==> src/rtl/pipe_stage_skid.sv <==
// Parametrised pipeline stage register with a 2-entry skid buffer, flush-to-NOP and a
// saturating count of entries discarded by flush.
module pipe_stage_skid #(
  parameter int unsigned      WIDTH   = 16,
  parameter logic [WIDTH-1:0] NOP_VAL = '0,
  parameter int unsigned      CNT_W   = 8
) (
  input  logic             CLK,
  input  logic             RST,
  input  logic             flush,
  input  logic             in_valid,
  output logic             in_ready,
  input  logic [WIDTH-1:0] in_data,
  output logic             out_valid,
  input  logic             out_ready,
  output logic [WIDTH-1:0] out_data,
  output logic [1:0]       occupancy,
  output logic [CNT_W-1:0] drop_cnt
);

  typedef enum logic [1:0] {StEmpty, StOne, StTwo} state_e;

  state_e             state_q, state_d;
  logic [WIDTH-1:0]   main_q, main_d;
  logic [WIDTH-1:0]   skid_q, skid_d;
  logic [CNT_W-1:0]   drop_cnt_q, drop_cnt_d;
  logic               out_valid_q, in_ready_q;
  logic               accept, drain;
  logic [1:0]         occ;
  logic [2:0]         dropped;
  logic [CNT_W:0]     cnt_sum;

  assign accept = in_valid & in_ready_q;
  assign drain  = out_valid_q & out_ready;

  always_comb begin
    state_d    = state_q;
    main_d     = main_q;
    skid_d     = skid_q;
    drop_cnt_d = drop_cnt_q;
    occ        = 2'd0;
    dropped    = 3'd0;
    cnt_sum    = '0;

    unique case (state_q)
      StEmpty: begin
        occ = 2'd0;
        if (accept) begin
          state_d = StOne;
          main_d  = in_data;
        end
      end
      StOne: begin
        occ = 2'd1;
        if (accept && drain) begin
          main_d = in_data;
        end else if (accept) begin
          state_d = StTwo;
          skid_d  = in_data;
        end else if (drain) begin
          state_d = StEmpty;
          main_d  = NOP_VAL;
        end
      end
      StTwo: begin
        occ = 2'd2;
        if (drain) begin
          state_d = StOne;
          main_d  = skid_q;
          skid_d  = NOP_VAL;
        end
      end
      default: state_d = StEmpty;
    endcase

    // Drained entry reaches the consumer; everything else held or arriving is discarded.
    if (flush) begin
      state_d = StEmpty;
      main_d  = NOP_VAL;
      skid_d  = NOP_VAL;
      dropped = {1'b0, occ} - {2'b00, drain} + {2'b00, accept};
      cnt_sum = {1'b0, drop_cnt_q} + (CNT_W+1)'(dropped);
      drop_cnt_d = cnt_sum[CNT_W] ? {CNT_W{1'b1}} : cnt_sum[CNT_W-1:0];
    end
  end

  always_ff @(posedge CLK) begin
    if (RST) begin
      state_q     <= StEmpty;
      main_q      <= NOP_VAL;
      skid_q      <= NOP_VAL;
      drop_cnt_q  <= '0;
      out_valid_q <= 1'b0;
      in_ready_q  <= 1'b1;
    end else begin
      state_q     <= state_d;
      main_q      <= main_d;
      skid_q      <= skid_d;
      drop_cnt_q  <= drop_cnt_d;
      out_valid_q <= (state_d != StEmpty);
      in_ready_q  <= (state_d != StTwo);
    end
  end

  assign in_ready  = in_ready_q;
  assign out_valid = out_valid_q;
  assign out_data  = main_q;
  assign occupancy = occ;
  assign drop_cnt  = drop_cnt_q;

endmodule

==> config.mk <==
export PLATFORM = sky130hd
export DESIGN_NAME = pipe_stage_skid
export DESIGN_NICKNAME = d
export VERILOG_FILES = /design/src/rtl/pipe_stage_skid.sv
export SDC_FILE = /design/constraint.sdc
export NUM_CORES = 1
export LEC_CHECK = 0
export ABC_AREA = 1
export CELL_PAD_IN_SITES_DETAIL_PLACEMENT = 0
export CELL_PAD_IN_SITES_GLOBAL_PLACEMENT = 1
export CORE_ASPECT_RATIO = 0.7
export CORE_MARGIN = 3
export CORE_UTILIZATION = 34
export CTS_BUF_LIST = sky130_fd_sc_hd__clkbuf_4 sky130_fd_sc_hd__clkbuf_8
export DETAILED_ROUTE_END_ITERATION = 8
export PLACE_DENSITY = 0.89
export SETUP_SLACK_MARGIN = 0.1
export SYNTH_ARGS = -nofsm -noshare
export SYNTH_HDL_FRONTEND = slang
export SYNTH_SLANG_ARGS = --single-unit
export TNS_END_PERCENT = 1
==> constraint.sdc <==
create_clock -name CLK -period 2.9 [get_ports CLK]
set_clock_uncertainty 0.15 [all_clocks]
set_input_delay 0.58 -clock CLK [delete_from_list [all_inputs] [get_ports CLK]]
set_output_delay 0.58 -clock CLK [all_outputs]
set_load 0.005 [all_outputs]
### After elaboration in Yosys (flattened, before gate mapping)

Cells that the tools add are included.
Widths: inputs -> output; s select.

| storage, ports and cells | value |
|---|---|
| register bits after elaboration | 44 |
| bits of input ports | 21 |

| cells by class | value |
|---|---|
| bitwise operators | 2 |
| reduce and logical (&&, ||, !) cells | 8 |
| mux-type cells | 17 |
| add/sub/neg operators | 3 |
| eq/ne operators | 9 |

Operator list:

| cell | number |
|---|---|
| $mux 16 | 6 |
| $pmux 16 s3 | 1 |
| $pmux 16 s2 | 1 |
| $mux 2 | 6 |
| $ne 2x2->1 const B | 5 |
| $add 8x3->9 | 1 |
| $mux 8 | 1 |
| $ne 3x3->1 const B | 2 |
| $pmux 2 s3 | 1 |
| $reduce_and 5->1 | 1 |
| $pmux 2 s2 | 1 |
| $reduce_and 4->1 | 1 |
| $reduce_bool 2->1 | 2 |
| $add 3x1->3 | 1 |
| $reduce_bool 3->1 | 1 |
| $sub 2x1->3 | 1 |
| $and 1x1->1 | 2 |
| $eq 2x1->1 const B | 1 |
| $eq 2x2->1 const B | 1 |
| $logic_not 2->1 | 1 |
| $reduce_or 2->1 | 1 |
| $logic_and 1x1->1 | 1 |

### Longest topological paths before layout

| logic depth | value |
|---|---|
| word-level depth | 7 |
| mapped depth | 16 |

### Worst setup path after synthesis

OpenSTA, ideal clock, no wires.

| timing | value |
|---|---|
| path kind | input to register |
| from | input port in_valid |
| to | register drop_cnt_q[5] (netlist: drop_cnt[5]) |
| required time | 2.694 ns |
| stages on the path | 16 |
| buffers on the path | 0 |
| slack | 0.018 ns |
| data arrival time | 2.676 ns |
| cells stage by stage | nand2_2 > inv_2 > ha_1 > ha_1 > inv_1 > fa_1 > fa_1 > inv_1 > nand2_1 > nand2_1 > nand2_1 > nor2_2 > nand2_2 > nand3_1 > nand2_1 > inv_1 |

| on the way | value |
|---|---|
| longest elaborated chain between the ends | 4 |

Ends and longest elaborated chain:

| item | RTL line | source |
|---|---|---|
| start, declared | 11 | `input logic in_valid,` |
| $and 1x1->1 | 33 | `assign accept = in_valid & in_ready_q;` |
| $add 3x1->3 | 81 | `dropped = {1'b0, occ} - {2'b00, drain} + {2'b00, accept};` |
| $add 8x3->9 | 82 | `cnt_sum = {1'b0, drop_cnt_q} + (CNT_W+1)'(dropped);` |
| $mux 8 | 83 | `drop_cnt_d = cnt_sum[CNT_W] ? {CNT_W{1'b1}} : cnt_sum[CNT_W-1:0];` |
| end signal, assigned | 99 | `drop_cnt_q <= drop_cnt_d;` |
| end, declared | 26 | `logic [CNT_W-1:0] drop_cnt_q, drop_cnt_d;` |

Every way passes these cells.
A chain may end at the register's enable or synchronous reset.

### Final worst setup path

| timing | value |
|---|---|
| from | input port in_valid |
| to | register drop_cnt_q[6] (netlist: drop_cnt[6]) |

The elaborated chain is that of the path after synthesis.

==> impl_summary.txt <==
----------------------------------------------------
[Route]
  Average wire per cell in the routed design ... 12.3 microns
  Number of violations reported at the end of detailed-routing iteration 0 ... just under 100
  Antenna violation net count after detailed routing ... 0
  Vias ... roughly 2100
  # DRC ... 0
  Routed via count divided by cell count ... 4.68
  Overall routed net length ... ~5500 microns
  Pre-Repair DR Iteration Count ... 6

[STA]
  Final hold vios ... 0
  Setup repair after global routing missed its margin ... no
  Ratio of final minimum period to clock period ... around 90%
  Slew at the pin closest to its max-slew limit ... a little over 0.5 ns
  Final Max Tran Viols ... 0
  Relative max-transition margin ... roughly two thirds
  Final setup fails ... 0
  Post-layout minimum cycle time ... between 2 and 3 ns
  Max frequency ... approximately 370 MHz

[Setup path]
  R2R depth ... 14
  Startpoint of the worst-slack reg-to-reg timing path ... state_q[1]
  Worst reg2reg path endpoint ... drop_cnt[6]
  Critical-path maximum fanout ... 3
  Capturing element type of the critical path ... flip-flop
  Data arrival time of the critical path ... between 2 and 3 ns
  Crit Path Class ... primary input to flip-flop
  Required arrival time at the worst endpoint ... 2.97 ns
  R2r setup slk ... 0.25 ns
  Kind of launch point of the worst setup path ... primary input

[Cells and area]
  Final antenna diode count ... 0
  Final non-filler cell total ... 450
  Filler cells ... about 660
  Share of final-layout standard cells stronger than drive strength 1 ... 19.2%
  Multi-input gate area ... about 1200 sq um
  Fin nets ... about 390
  Area Overhead vs Synth ... 33.0%
  Sequential cell area ... 886 sq um
  Finished layout cell area ... 3030 sq um

[Power]
  Comb pwr share ... roughly 17%
  Fraction of power spent switching nets ... roughly a quarter
  Internal power consumption ... between 0.001 and 0.0015 W
  Sequential cell fraction of total power ... a little under half
  Static power due to leakage ... 1.26 nW
  Max IR drop VDD ... approximately 230 uV
  Areal power density over the cells ... 446 nW/um^2
  Sw Pwr ... approximately 0.00034 W
  Part of the total power dissipated in the clock network ... 35.6%

[Logic synthesis]
  Post-Synthesis Cells ... between 300 and 400
  Number of different library cells in the post-synthesis netlist ... 28
  Number of warnings reported in the yosys synthesis log ... 0
  Area fraction in compound gates after synthesis ... approximately 14%
  Adder and majority gate portion of the synthesized area ... roughly 8%
  Parity-gate share of the synthesized area counting xor and xnor cells ... less than 1%
  Number of storage elements in the synthesis netlist ... 44
  Area share of and/or/nand/nor cells after synthesis ... between 30% and 40%
  Multiplexer fraction of the synthesized cell area ... 0%
  Post-synthesis instance area ... around 2300 sq um
  Syn Area/Cell ... between 7 and 8 sq um
  Seq/Total Area, Yosys ... 38.7%
  Combinational family with the most area after synthesis ... simple AND/OR/NAND/NOR gates
  Net count after synthesis ... 336

[Floorplanning]
  Number of placement rows ... 24
  Die area ... between 7000 and 8000 sq um
  Die height ... about 74 microns
  Core area ... roughly 6400 sq um
  Top-Level Pins ... 49
  Starting density of the core ... ~36%
  Die extent in x ... between 100 and 150 microns

[CTS]
  Buffers from clock root to sink, at most ... 2
  Count of hold buffers inserted by post-cts repair ... 0
  CTS tree ... built
  Insertion delay to the later sink of the worst-skew pair ... 0.30 ns
  H-tree levels ... 2
  Clock slew at reported path FFs ... approximately 0.09 ns
  Clock root cell ... sky130_fd_sc_hd__clkbuf_8
  Number of clock buffers inserted by TritonCTS ... 5
  Number of clock sinks seen by CTS ... 44

[Global routing]
  Remaining global-route overflow ... 0
  Antenna violations before repair ... 0
  Total global routing track utilization ... between 10% and 20%
  Wire length of the first global-routing pass ... between 9000 and 10000 microns
  Largest net degree at the start of global routing ... 33
  Number of global-route vias before repair ... between 1500 and 2000

[Place]
  Number of I/O port buffers ... 48
  Post-place instance area ... 2870 sq um
  Final RePlAce weighted congestion ... 0.831
  Detailed Place HPWL ... 4000 microns
  Placed cell count ... approximately 440

[Hold path]
  Number of instances on the worst hold path ... 2
  Class of the tightest hold or removal check ... flip-flop to flip-flop
  Min-delay src ... skid_q[3]
  Min-Delay Endpoint ... skid_q[3]

[Run]
  Max-Cap Viols ... 0

[Status]
  Run status ... finished, final reports clean

----------------------------------------------------
sequential cells by signal, indices dropped and copies added, names as in the netlist:
register   cells
drop_cnt       8
in_ready       1
out_data      16
out_valid      1
skid_q        16
state_q        2
cells by family after synthesis:
logic type,count (synthesis)
AO/OA/AOI/OAI,47
XOR/XNOR,1
adder cells (fa/ha/maj),13
buffers and inverters,36
flip-flops,44
AND/OR/NAND/NOR,161
final cells by class:
cell class	instances	area share (%)
flip-flops and latches	44	29.3
multi-input cells	222	41.1
repair buffers	60	18.9
well taps	91	3.76
clock buffers	6	2.52
clock inverters	2	1.16
inverters	25	3.18
cells in the mapped netlist:
cell | instances | share of area [%]
sky130_fd_sc_hd__nor3_1 | 1 | 0.22
sky130_fd_sc_hd__o21ai_1 | 1 | 0.22
sky130_fd_sc_hd__fa_1 | 2 | 1.8
sky130_fd_sc_hd__inv_2 | 4 | 0.66
sky130_fd_sc_hd__nand3b_2 | 1 | 0.50
sky130_fd_sc_hd__o21ai_0 | 6 | 1.3
sky130_fd_sc_hd__a21oi_1 | 11 | 2.4
sky130_fd_sc_hd__nor2_2 | 4 | 1.1
sky130_fd_sc_hd__buf_4 | 1 | 0.33
sky130_fd_sc_hd__nand3_2 | 1 | 0.44
sky130_fd_sc_hd__buf_2 | 2 | 0.44
sky130_fd_sc_hd__xor2_1 | 1 | 0.39
sky130_fd_sc_hd__a22oi_1 | 16 | 5.3
sky130_fd_sc_hd__nand2_2 | 6 | 1.7
sky130_fd_sc_hd__ha_1 | 11 | 6.1
sky130_fd_sc_hd__a31oi_1 | 2 | 0.55
sky130_fd_sc_hd__nand3_1 | 13 | 2.9
sky130_fd_sc_hd__nor2_1 | 33 | 5.4
sky130_fd_sc_hd__or2_2 | 1 | 0.28
sky130_fd_sc_hd__nand4_1 | 1 | 0.28
sky130_fd_sc_hd__buf_6 | 7 | 3.5
sky130_fd_sc_hd__nand2_1 | 96 | 16
sky130_fd_sc_hd__buf_1 | 1 | 0.16
sky130_fd_sc_hd__dfxtp_1 | 44 | 39
sky130_fd_sc_hd__nor2_4 | 3 | 1.5
sky130_fd_sc_hd__a21oi_2 | 11 | 4.2
sky130_fd_sc_hd__nor3_2 | 1 | 0.44
sky130_fd_sc_hd__inv_1 | 21 | 3.5
cell usage in the layout, fill, tap and decap left out:
cell type / n
sky130_fd_sc_hd__dfxtp_2: 4
sky130_fd_sc_hd__nor2_1: 33
sky130_fd_sc_hd__nor3_2: 1
sky130_fd_sc_hd__buf_12: 1
sky130_fd_sc_hd__clkbuf_2: 2
sky130_fd_sc_hd__nand3_2: 3
sky130_fd_sc_hd__ha_1: 10
sky130_fd_sc_hd__fa_2: 2
sky130_fd_sc_hd__nand2_1: 93
sky130_fd_sc_hd__nand3_1: 11
sky130_fd_sc_hd__nor2_4: 3
sky130_fd_sc_hd__xor2_1: 1
sky130_fd_sc_hd__clkinv_2: 1
sky130_fd_sc_hd__nand3b_2: 1
sky130_fd_sc_hd__nand2_2: 7
sky130_fd_sc_hd__o21ai_0: 6
sky130_fd_sc_hd__bufinv_16: 1
sky130_fd_sc_hd__a21oi_1: 11
sky130_fd_sc_hd__clkdlybuf4s50_1: 46
sky130_fd_sc_hd__inv_2: 6
sky130_fd_sc_hd__nand4_1: 1
sky130_fd_sc_hd__dfxtp_1: 40
sky130_fd_sc_hd__o21ai_1: 1
sky130_fd_sc_hd__a22oi_1: 16
sky130_fd_sc_hd__clkbuf_4: 1
sky130_fd_sc_hd__inv_1: 18
sky130_fd_sc_hd__nor3_1: 1
sky130_fd_sc_hd__clkbuf_8: 5
sky130_fd_sc_hd__nand2_4: 2
sky130_fd_sc_hd__a21oi_2: 11
sky130_fd_sc_hd__buf_4: 11
sky130_fd_sc_hd__a31oi_1: 2
sky130_fd_sc_hd__inv_4: 1
sky130_fd_sc_hd__nor2_2: 4
sky130_fd_sc_hd__ha_4: 1
sky130_fd_sc_hd__or2_2: 1
critical path, stage by stage:
cell and delay [ns]:
sky130_fd_sc_hd__clkbuf_2 0.10, sky130_fd_sc_hd__nand2_4 0.08, sky130_fd_sc_hd__inv_4 0.04, sky130_fd_sc_hd__ha_4 0.22
sky130_fd_sc_hd__ha_1 0.18, sky130_fd_sc_hd__inv_2 0.06, sky130_fd_sc_hd__fa_2 0.45, sky130_fd_sc_hd__fa_2 0.35
sky130_fd_sc_hd__inv_2 0.07, sky130_fd_sc_hd__nand2_2 0.06, sky130_fd_sc_hd__nand2_2 0.08, sky130_fd_sc_hd__nand2_2 0.05
sky130_fd_sc_hd__nor2_2 0.14, sky130_fd_sc_hd__buf_4 0.13, sky130_fd_sc_hd__nand3_1 0.06, sky130_fd_sc_hd__a21oi_1 0.13
how the worst max path moves through the flow:
| stage | from | to |
|---|---|---|
| 2_1_floorplan | out_ready | drop_cnt[0] |
| 3_3_place_gp | in_valid | drop_cnt[0] |
| 3_5_place_dp | in_valid | drop_cnt[0] |
| 4_1_cts | in_valid | drop_cnt[6] |
| 5_1_grt | in_valid | drop_cnt[6] |
| 6_report | in_valid | drop_cnt[6] |
power groups by stage:
stage	registers, W	logic, W	clock network [W]
floorplan	0.000652	0.000132	0
global placement	0.000653	0.000226	0
detailed placement	0.000653	0.000229	0
CTS	0.000639	0.000230	0.000493
global route	0.000642	0.000257	0.000511
finish	0.000639	0.000229	0.000479
stage by stage:
step	TNS, ns	util, %	total power (W)	hold WS, ns	setup WS (ns)
3_3_place_gp	-3.63	45.1	0.000879	0.299	-0.499
6_report	0	47.5	0.00135	0.322	0.213
3_5_place_dp	-4.09	45.1	0.000882	0.305	-0.562
2_1_floorplan	0	-	0.000784	0.291	0.103
5_1_grt	0	47.5	0.00141	0.349	0.102
4_1_cts	0	47.2	0.00136	0.319	0.101
timing repair:
| item | in CTS | in global routing |
|---|---|---|
| setup endpoints to repair | 8 | 8 |
| buffers inserted | 3 | 1 |
| cloned | 0 | 0 |
| pin swaps | 6 | 8 |
| gates resized for setup | 4 | 12 |
| hold endpoints to repair | 0 | 0 |
routing by layer:
layer  track usage (%)  share of wire, %
met5                 0                 0
met4              4.13               1.2
met3              3.47               4.8
met2              21.6                43
met1              21.0                51
Note: power is estimated with default switching activity, not from simulation.
==> edit (config.mk and constraints unchanged) <==
Set the parameter `CNT_W` to 7 (it was 8).
--- a/src/rtl/pipe_stage_skid.sv
+++ b/src/rtl/pipe_stage_skid.sv
@@ -4,5 +4,5 @@
   parameter int unsigned      WIDTH   = 16,
   parameter logic [WIDTH-1:0] NOP_VAL = '0,
-  parameter int unsigned      CNT_W   = 8
+  parameter int unsigned      CNT_W   = 7
 ) (
   input  logic             CLK,
Ports: changed (resized drop_cnt); port bits go from 49 to 48. No check against the original RTL was run, so the function may have changed too.
==> edit against the unedited design <==
Fmax rose by 0.66%; highest routed layer unchanged; total power decreased by 2.7%; synthesized area decreased by 0.66%; wire length shrank 1.8%; worst setup slack better by 18 ps; sequential cell count is 1 lower; sequential share of layout area fell by 0.84 points; final area is essentially flat.
==> edit: results (changes against the unedited design) <==
* PortBufs at 47 (was 48)
* Synth area leaders: dfxtp_1, nand2_1, nor2_1 (was dfxtp_1, nand2_1, ha_1)
* Share of cells above drive strength 1 at 0.120 (was 0.192)
* Hold path startpoint: skid_q[2] (was skid_q[3])
* Placed Area at 0.00281 mm^2 (was 0.00287 mm^2)
* Average size of a mapped cell at 6.97 um^2 (was 7.53 um^2)
* Starting Density at 0.357 (about the same)
* WL met3 at 285 um (was 262 um)
* Vias per cell at 4.43 (was 4.68)
* Cells after DPL at 456 (was 438)
* Net Sw Power at 0.327 mW (was 0.344 mW)
* Met3 Track Usage GR at 0.0394 (was 0.0347)
* Seq pwr share at 0.476 (was 0.474)
* Peak VDD IR at 193 uV (was 234 uV)
* Tot GR Track Use at 0.150 (was 0.145)
* First-pass GRT wire length at 9.16 mm (was 9.11 mm)
* Pre-CTS setup slack at -431 ps (was -562 ps)
* FF-to-FF path depth at 10 (was 14)
* CP arrival at 2690 ps (was 2760 ps)
* Critical Path Start: out_ready (was in_valid)
* Syn_nets at 359 (was 336)
* Post-DP HPWL at 3.76 mm (was 4.00 mm)
* Peak fanout along the critical path at 2 (was 3)
* RR Startpoint: state_q[0] (was state_q[1])
* First-pass iteration count of the detailed router at 4 (was 6)
* GR Util met2 at 0.227 (was 0.216)
* Status: complete, no violations (unchanged)
* M1 GR Usage at 0.213 (was 0.210)
* Post-route clock period utilization at 0.920 (was 0.927)
* Crit path capture: drop_cnt[4] (was drop_cnt[6])
* Crit-path max cell delay at 530 ps (was 450 ps)
* Pin slew with the least headroom to its limit at 711 ps (was 503 ps)
* Synth unique cells at 23 (was 28)
* Power density over the cells at 434 mW/mm^2 (was 446 mW/mm^2)
* DR WL met2 at 2.29 mm (was 2.37 mm)
* DRT met1 WL at 2.82 mm (was 2.81 mm)
* Post-Route WL at 5.42 mm (was 5.52 mm)
* Leak at 1.24 nW (was 1.26 nW)
* Hold Path Sink: skid_q[2] (was skid_q[3])
* Sequential-to-total area share from yosys stat at 0.381 (was 0.387)
* R2r setup slk at 350 ps (was 250 ps)
-- edit: cell count changes in the layout (fill, tap and decap cells not counted), moves of 4 or more --
cell / delta
nand3_1: -7
o21ai_1: +9
inv_1: +13
a21oi_1: +28
nor2_1: +19
a22oi_1: -16
dfxtp_2: -4
nand2_1: -11
a21oi_2: -11
-- edit: cell type report --
type | count | area [um^2]
Clock buffer | 6 | 76.3
Clock inverter | 1 | 30.0
Inverter | 36 | 135
Tap cell | 91 | 114
Multi-Input combinational cell | 233 | 1260
Timing Repair Buffer | 57 | 546
Fill cell | 641 | 3310
Sequential cell | 43 | 861
-- edit: cell families (layout without fill, tap and decap cells) --
family	after synthesis	in the layout	share of synthesized area
muxes	3	3	0.0133
buffers and inverters	48	100	0.0969
adders and majority gates	14	14	0.0842
AOI/OAI and AO/OA	57	57	0.128
DFF	43	43	0.381
xor gates and xnor gates	3	3	0.0116
and+or+nand+nor	156	156	0.285
